===== src/rtl/tft_lcd_timing_gen.sv =====
// rtl/tft_lcd_timing_gen.sv - TFT raster timing generator with SOF-aligned RGB888 stream intake
module tft_lcd_timing_gen #(
  parameter int H_ACTIVE = 480,
  parameter int H_FP     = 2,
  parameter int H_SYNC   = 41,
  parameter int H_BP     = 2,
  parameter int V_ACTIVE = 272,
  parameter int V_FP     = 2,
  parameter int V_SYNC   = 10,
  parameter int V_BP     = 2,
  parameter int PCLK_DIV = 4
) (
  input  logic        i_clk,
  input  logic        i_rst,
  input  logic        i_en,
  input  logic        i_s_valid,
  output logic        o_s_ready,
  input  logic [23:0] i_s_data,
  input  logic        i_s_sof,
  output logic        o_tft_pclk,
  output logic        o_tft_disp,
  output logic        o_tft_hsync,
  output logic        o_tft_vsync,
  output logic        o_tft_de,
  output logic [23:0] o_tft_rgb,
  output logic        o_frame_start,
  output logic        o_err_underflow,
  output logic        o_err_sync
);

  localparam int H_TOTAL = H_ACTIVE + H_FP + H_SYNC + H_BP;
  localparam int V_TOTAL = V_ACTIVE + V_FP + V_SYNC + V_BP;
  localparam int HW = $clog2(H_TOTAL);
  localparam int VW = $clog2(V_TOTAL);
  localparam int DW = (PCLK_DIV > 2) ? $clog2(PCLK_DIV) : 1;

  localparam logic [HW-1:0] C_H_ACT  = HW'(H_ACTIVE);
  localparam logic [HW-1:0] C_HS_BEG = HW'(H_ACTIVE + H_FP);
  localparam logic [HW-1:0] C_HS_END = HW'(H_ACTIVE + H_FP + H_SYNC);
  localparam logic [HW-1:0] C_H_LAST = HW'(H_TOTAL - 1);
  localparam logic [VW-1:0] C_V_ACT  = VW'(V_ACTIVE);
  localparam logic [VW-1:0] C_VS_BEG = VW'(V_ACTIVE + V_FP);
  localparam logic [VW-1:0] C_VS_END = VW'(V_ACTIVE + V_FP + V_SYNC);
  localparam logic [VW-1:0] C_V_LAST = VW'(V_TOTAL - 1);
  localparam logic [DW-1:0] C_D_LAST = DW'(PCLK_DIV - 1);
  localparam logic [DW-1:0] C_D_HALF = DW'(PCLK_DIV / 2);

  localparam logic [1:0] ST_IDLE   = 2'd0;
  localparam logic [1:0] ST_SEEK   = 2'd1;
  localparam logic [1:0] ST_STREAM = 2'd2;

  logic [1:0]    r_state;
  logic [DW-1:0] r_div;
  logic [HW-1:0] r_h;
  logic [VW-1:0] r_v;
  logic          r_pclk;
  logic          r_disp;
  logic          r_hsync;
  logic          r_vsync;
  logic          r_de;
  logic [23:0]   r_rgb;
  logic          r_frame_start;
  logic          r_err_underflow;
  logic          r_err_sync;

  logic [1:0] w_state_nxt;
  logic       w_run;
  logic       w_pt;
  logic       w_first;
  logic       w_active;
  logic       w_take;
  logic       w_drain;
  logic       w_under;
  logic       w_serr;

  // Counters only run once the FSM has left IDLE, so the first pixel tick is h=0,v=0.
  assign w_run    = i_en && (r_state != ST_IDLE);
  assign w_pt     = w_run && (r_div == '0);
  assign w_first  = (r_h == '0) && (r_v == '0);
  assign w_active = (r_h < C_H_ACT) && (r_v < C_V_ACT);

  always_comb begin
    w_state_nxt = r_state;
    w_take      = 1'b0;
    w_drain     = 1'b0;
    w_under     = 1'b0;
    w_serr      = 1'b0;
    if (i_rst || !i_en) begin
      w_state_nxt = ST_IDLE;
    end else begin
      case (r_state)
        ST_IDLE: w_state_nxt = ST_SEEK;
        ST_SEEK: begin
          if (w_pt && w_first && i_s_valid && i_s_sof) begin
            w_take      = 1'b1;
            w_state_nxt = ST_STREAM;
          end else if (i_s_valid && !i_s_sof) begin
            w_drain = 1'b1;
          end
        end
        ST_STREAM: begin
          // A misplaced SOF head is left in place so SEEK can pick it up at the next frame.
          if (w_pt && w_active) begin
            if (!i_s_valid) begin
              w_under     = 1'b1;
              w_state_nxt = ST_SEEK;
            end else if (w_first != i_s_sof) begin
              w_serr      = 1'b1;
              w_state_nxt = ST_SEEK;
            end else begin
              w_take = 1'b1;
            end
          end
        end
        default: w_state_nxt = ST_IDLE;
      endcase
    end
  end

  assign o_s_ready = w_take || w_drain;

  always_ff @(posedge i_clk) begin
    if (i_rst) begin
      r_state         <= ST_IDLE;
      r_div           <= '0;
      r_h             <= '0;
      r_v             <= '0;
      r_pclk          <= 1'b0;
      r_disp          <= 1'b0;
      r_hsync         <= 1'b1;
      r_vsync         <= 1'b1;
      r_de            <= 1'b0;
      r_rgb           <= '0;
      r_frame_start   <= 1'b0;
      r_err_underflow <= 1'b0;
      r_err_sync      <= 1'b0;
    end else begin
      r_state         <= w_state_nxt;
      r_disp          <= i_en;
      r_frame_start   <= 1'b0;
      r_err_underflow <= 1'b0;
      r_err_sync      <= 1'b0;
      if (!w_run) begin
        r_div   <= '0;
        r_h     <= '0;
        r_v     <= '0;
        r_pclk  <= 1'b0;
        r_hsync <= 1'b1;
        r_vsync <= 1'b1;
        r_de    <= 1'b0;
        r_rgb   <= '0;
      end else begin
        r_div  <= (r_div == C_D_LAST) ? '0 : r_div + DW'(1);
        r_pclk <= (r_div < C_D_HALF);
        if (w_pt) begin
          if (r_h == C_H_LAST) begin
            r_h <= '0;
            r_v <= (r_v == C_V_LAST) ? '0 : r_v + VW'(1);
          end else begin
            r_h <= r_h + HW'(1);
          end
          r_de            <= w_active;
          r_hsync         <= !((r_h >= C_HS_BEG) && (r_h < C_HS_END));
          r_vsync         <= !((r_v >= C_VS_BEG) && (r_v < C_VS_END));
          r_rgb           <= w_take ? i_s_data : 24'h0;
          r_frame_start   <= w_first;
          r_err_underflow <= w_under;
          r_err_sync      <= w_serr;
        end
      end
    end
  end

  assign o_tft_pclk      = r_pclk;
  assign o_tft_disp      = r_disp;
  assign o_tft_hsync     = r_hsync;
  assign o_tft_vsync     = r_vsync;
  assign o_tft_de        = r_de;
  assign o_tft_rgb       = r_rgb;
  assign o_frame_start   = r_frame_start;
  assign o_err_underflow = r_err_underflow;
  assign o_err_sync      = r_err_sync;

endmodule


===== config.mk =====
export PLATFORM = sky130hd
export DESIGN_NAME = tft_lcd_timing_gen
export DESIGN_NICKNAME = d
export VERILOG_FILES = /design/src/rtl/tft_lcd_timing_gen.sv
export SDC_FILE = /design/constraint.sdc
export NUM_CORES = 1
export LEC_CHECK = 0
export CORE_MARGIN = 3
export CORE_UTILIZATION = 35
export CTS_CLUSTER_DIAMETER = 40
export DETAILED_ROUTE_END_ITERATION = 12
export PLACE_DENSITY = 0.69
export SYNTH_ARGS = -nofsm -noshare
export SYNTH_HDL_FRONTEND = slang
export SYNTH_SLANG_ARGS = --single-unit

===== constraint.sdc =====
create_clock -name i_clk -period 4 [get_ports i_clk]
set_input_delay 0.8 -clock i_clk [delete_from_list [all_inputs] [get_ports i_clk]]
set_output_delay 0.8 -clock i_clk [all_outputs]
set_load 0.005 [all_outputs]

==> reports/metrics.csv <==
stage;metric;value;unit
outcome;status;completed;
clocking;Max Root-Sink Buffers;2;
drt;met3 wire len;557;um
synth;Netlist Area Pre-Place;2660;um^2
worst_setup_path;slowest cell delay on critical path;0.56;ns
clocking;Hold Buf Count CTS;0;
worst_setup_path;CP dominant cell by count;clkdlybuf4s50_1;
drt;DRT Wirelength;5860;um
drt;met2 WL;2660;um
clocking;CTS tree;built;
drt;drt initial violations;84;
place;Cells after DPL;452;
finish;Area Growth Syn to Fin;31.2;%
synth;Area contributors post-synth;dfxtp_1, o31ai_2, nand2_1, ha_1, inv_1;
synth;Async SR Flop Fraction;0;
clocking;Clk pin slew, worst setup/hold paths;0.10;ns
floorplan;Die Area;8670;um^2
sta;Sum Neg Setup Slack;0;ns
clocking;PostCTS Resize Cnt;0;
clocking;CTS root buf;clkbuf_8;
synth;Post-synth top cells;dfxtp_1, nand2_1, inv_1, nor2_1, o31ai_2;
synth;most numerous cell in the Yosys netlist;dfxtp_1;
power;switching power;209;uW
worst_setup_path;WS Path Type;input port to output pin;
drt;via/cell ratio;4.91;
worst_setup_path;Worst setup endpoint;o_s_ready;
power;Max IR drop VDD;152;uV
sta;Hold Violations, Final;0;
clocking;clock insertion delay at the later pin of the skew report;0.31;ns
floorplan;die height;93.1;um
worst_setup_path;CP cell instances;clkdlybuf4s50_1 > and3b_1 > o211ai_1 > nor4b_2 > a32oi_4 > o21ai_1 > clkdlybuf4s50_1;
finish;fin nets;400;
sta;Worst-Margin Slew;0.648;ns
grt;Overflow after GRT;0;
power;Logic pwr share;0.068;
floorplan;Die Wd;93.1;um
sta;relative slew slack;0.565;
place;gpl congestion;0.867;
sta;Slew Viols, Final;0;
power;Flop pwr share;0.563;
synth;Yosys Warn Count;0;
floorplan;IO Count;62;
drt;post-route antenna net violation count;0;
worst_setup_path;R2R Path Start;r_h[1];
grt;first-pass GRT wire length;9830;um
power;internal power;769;uW
clocking;post-CTS setup buffer count;0;
synth;Netlist cell types;44;
sta;Final Skew;0.00595;ns
worst_setup_path;flop2flop setup slack;1.49;ns
synth;EDFF count, synth;0;
finish;Layout Cells excl Fill;459;
synth;top_reg_cell synth;dfxtp_1;
synth;sequential share of the synthesized area;0.414;
synth;#FFs+latches synth;55;
clocking;H-tree levels;2;
finish;Ant. Diodes;0;
grt;Total GRT Usage;0.138;
grt;antenna violations before repair;0;
sta;crit share post-route;0.934;
worst_setup_path;Crit path buffers/inverters;2;
grt;vias in the first global route;2076;
synth;Syn Area/Cell;8.98;um^2
clocking;CTS buffer count;5;
floorplan;area of the core;7290;um^2
worst_setup_path;crit path DAT;2.94;ns
worst_setup_path;Critical R2R Capture;o_tft_rgb[3];
worst_setup_path;CP max FO;3;
flow_run;max-cap violation count;0;
drt;Via Count;2252;
finish;ratio of cells with drive above 1 in the final layout;0.108;
drt;first-pass detailed-route iteration total;4;
drt;DR top layer;met4;
floorplan;Initial Util;0.364;
drt;post-DR wirelength/cell;12.8;um
clocking;Sink Count;55;
place;Post-DP HPWL;4370;um
worst_setup_path;critical path launch point;i_en;
worst_setup_path;r2r worst-path depth;8;
power;Clock power frac;0.369;
drt;met1 wire length;2560;um
power;Power Density;281;nW/um^2
synth;syn_nets;336;
worst_hold_path;min-delay worst type;register to register;
sta;minimum clock period;3.74;ns
grt;pin count of the biggest net entering global routing;25;
place;Port Buffers;61;
power;Leakage;0.00128;uW
sta;maximum clock frequency;0.268;GHz
floorplan;row cnt;31;
worst_setup_path;Required @ worst endpoint;3.20;ns
drt;# DRC;0;
worst_setup_path;Worst setup EP type;output pin;
sta;Final setup viols;0;
worst_setup_path;crit path max-delay cell type;clkdlybuf4s50_1;
synth;Post-Syn Instances;296;
synth;top cell type's share of synthesized area;0.414;
worst_setup_path;stages on the worst setup path;7;
synth;post-synth top area cell;dfxtp_1;
worst_setup_path;delay-heaviest family, CP;buffers and inverters;
worst_setup_path;Startpoint Class;input port;
power;Sw Share;0.214;
sta;RSZ-0062 raised after global routing;false;
==> power groups by stage <==
stage	combinational (uW)	clock, uW	sequential, uW
2_1_floorplan	27.8	0	564
3_5_place_dp	66.7	0	564
6_report	66.4	361	551
5_1_grt	72.8	395	551
3_3_place_gp	65.7	0	563
4_1_cts	66.9	373	551
==> layer usage <==
layer | track usage | up-vias
li1 | - | 1144
met1 | 0.166 | 1020
met2 | 0.221 | 77
met3 | 0.0619 | 11
met4 | 0.0464 | 0
met5 | 0 | -
==> kinds of logic after synthesis <==
logic type | count (synthesis) | share of synthesized area
DFF | 55 | 0.414
adders and majority gates | 11 | 0.0518
and+or+nand+nor | 116 | 0.229
muxes | 2 | 0.00753
xor gates and xnor gates | 16 | 0.0527
AOI/OAI and AO/OA | 49 | 0.172
buffers and inverters | 47 | 0.0725
==> registers in the layout (all words and copies together) (netlist names) <==
signal / flops
o_err_sync: 1
o_err_underflow: 1
o_frame_start: 1
o_tft_de: 1
o_tft_disp: 1
o_tft_hsync: 1
o_tft_pclk: 1
o_tft_rgb: 24
o_tft_vsync: 1
r_div: 2
r_h: 10
r_state: 2
r_v: 9
==> placed cells by master (no fill, tap or decap), types with 8 or more instances in the layout <==
cell / count
clkdlybuf4s50_1: 61
dfxtp_1: 55
ha_1: 11
inv_1: 36
nand2_1: 41
nand3_1: 8
nor2_1: 23
nor4_1: 10
o31ai_2: 19
xnor2_1: 11
==> stage by stage <==
step	hold WS [ns]	area, um^2	power [uW]	util	setup WS [ns]
final	0.460	3490	978	0.478	0.263
after global routing	0.474	3490	1020	0.478	0.103
after CTS	0.462	3490	990	0.478	0.275
after detailed placement	0.447	3380	630	0.463	0.293
after global placement	0.436	3380	629	0.463	0.334
after floorplan	0.417	2660	591	-	1.13
==> layout make-up <==
cell class / instances / area [um^2]
inverter: 38 / 143
tap: 99 / 124
multi-input combinational: 194 / 1360
fill: 718 / 3810
timing repair buffer: 66 / 648
sequential: 55 / 1100
clock buffer: 5 / 68.8
clock inverter: 2 / 37.5
==> worst min-delay path by stage <==
stage / startpoint / endpoint / slack (ns) / cells past startpoint
floorplan: r_div[1] / o_tft_pclk / 0.42 / 1
global placement: r_div[1] / o_tft_pclk / 0.44 / 1
detailed placement: o_tft_rgb[14] / o_tft_rgb[14] / 0.45 / 2
CTS: r_div[1] / o_tft_pclk / 0.46 / 1
global route: r_div[1] / o_tft_pclk / 0.47 / 1
finish: r_div[1] / o_tft_pclk / 0.46 / 1
Note: power is estimated with default switching activity, not from simulation.
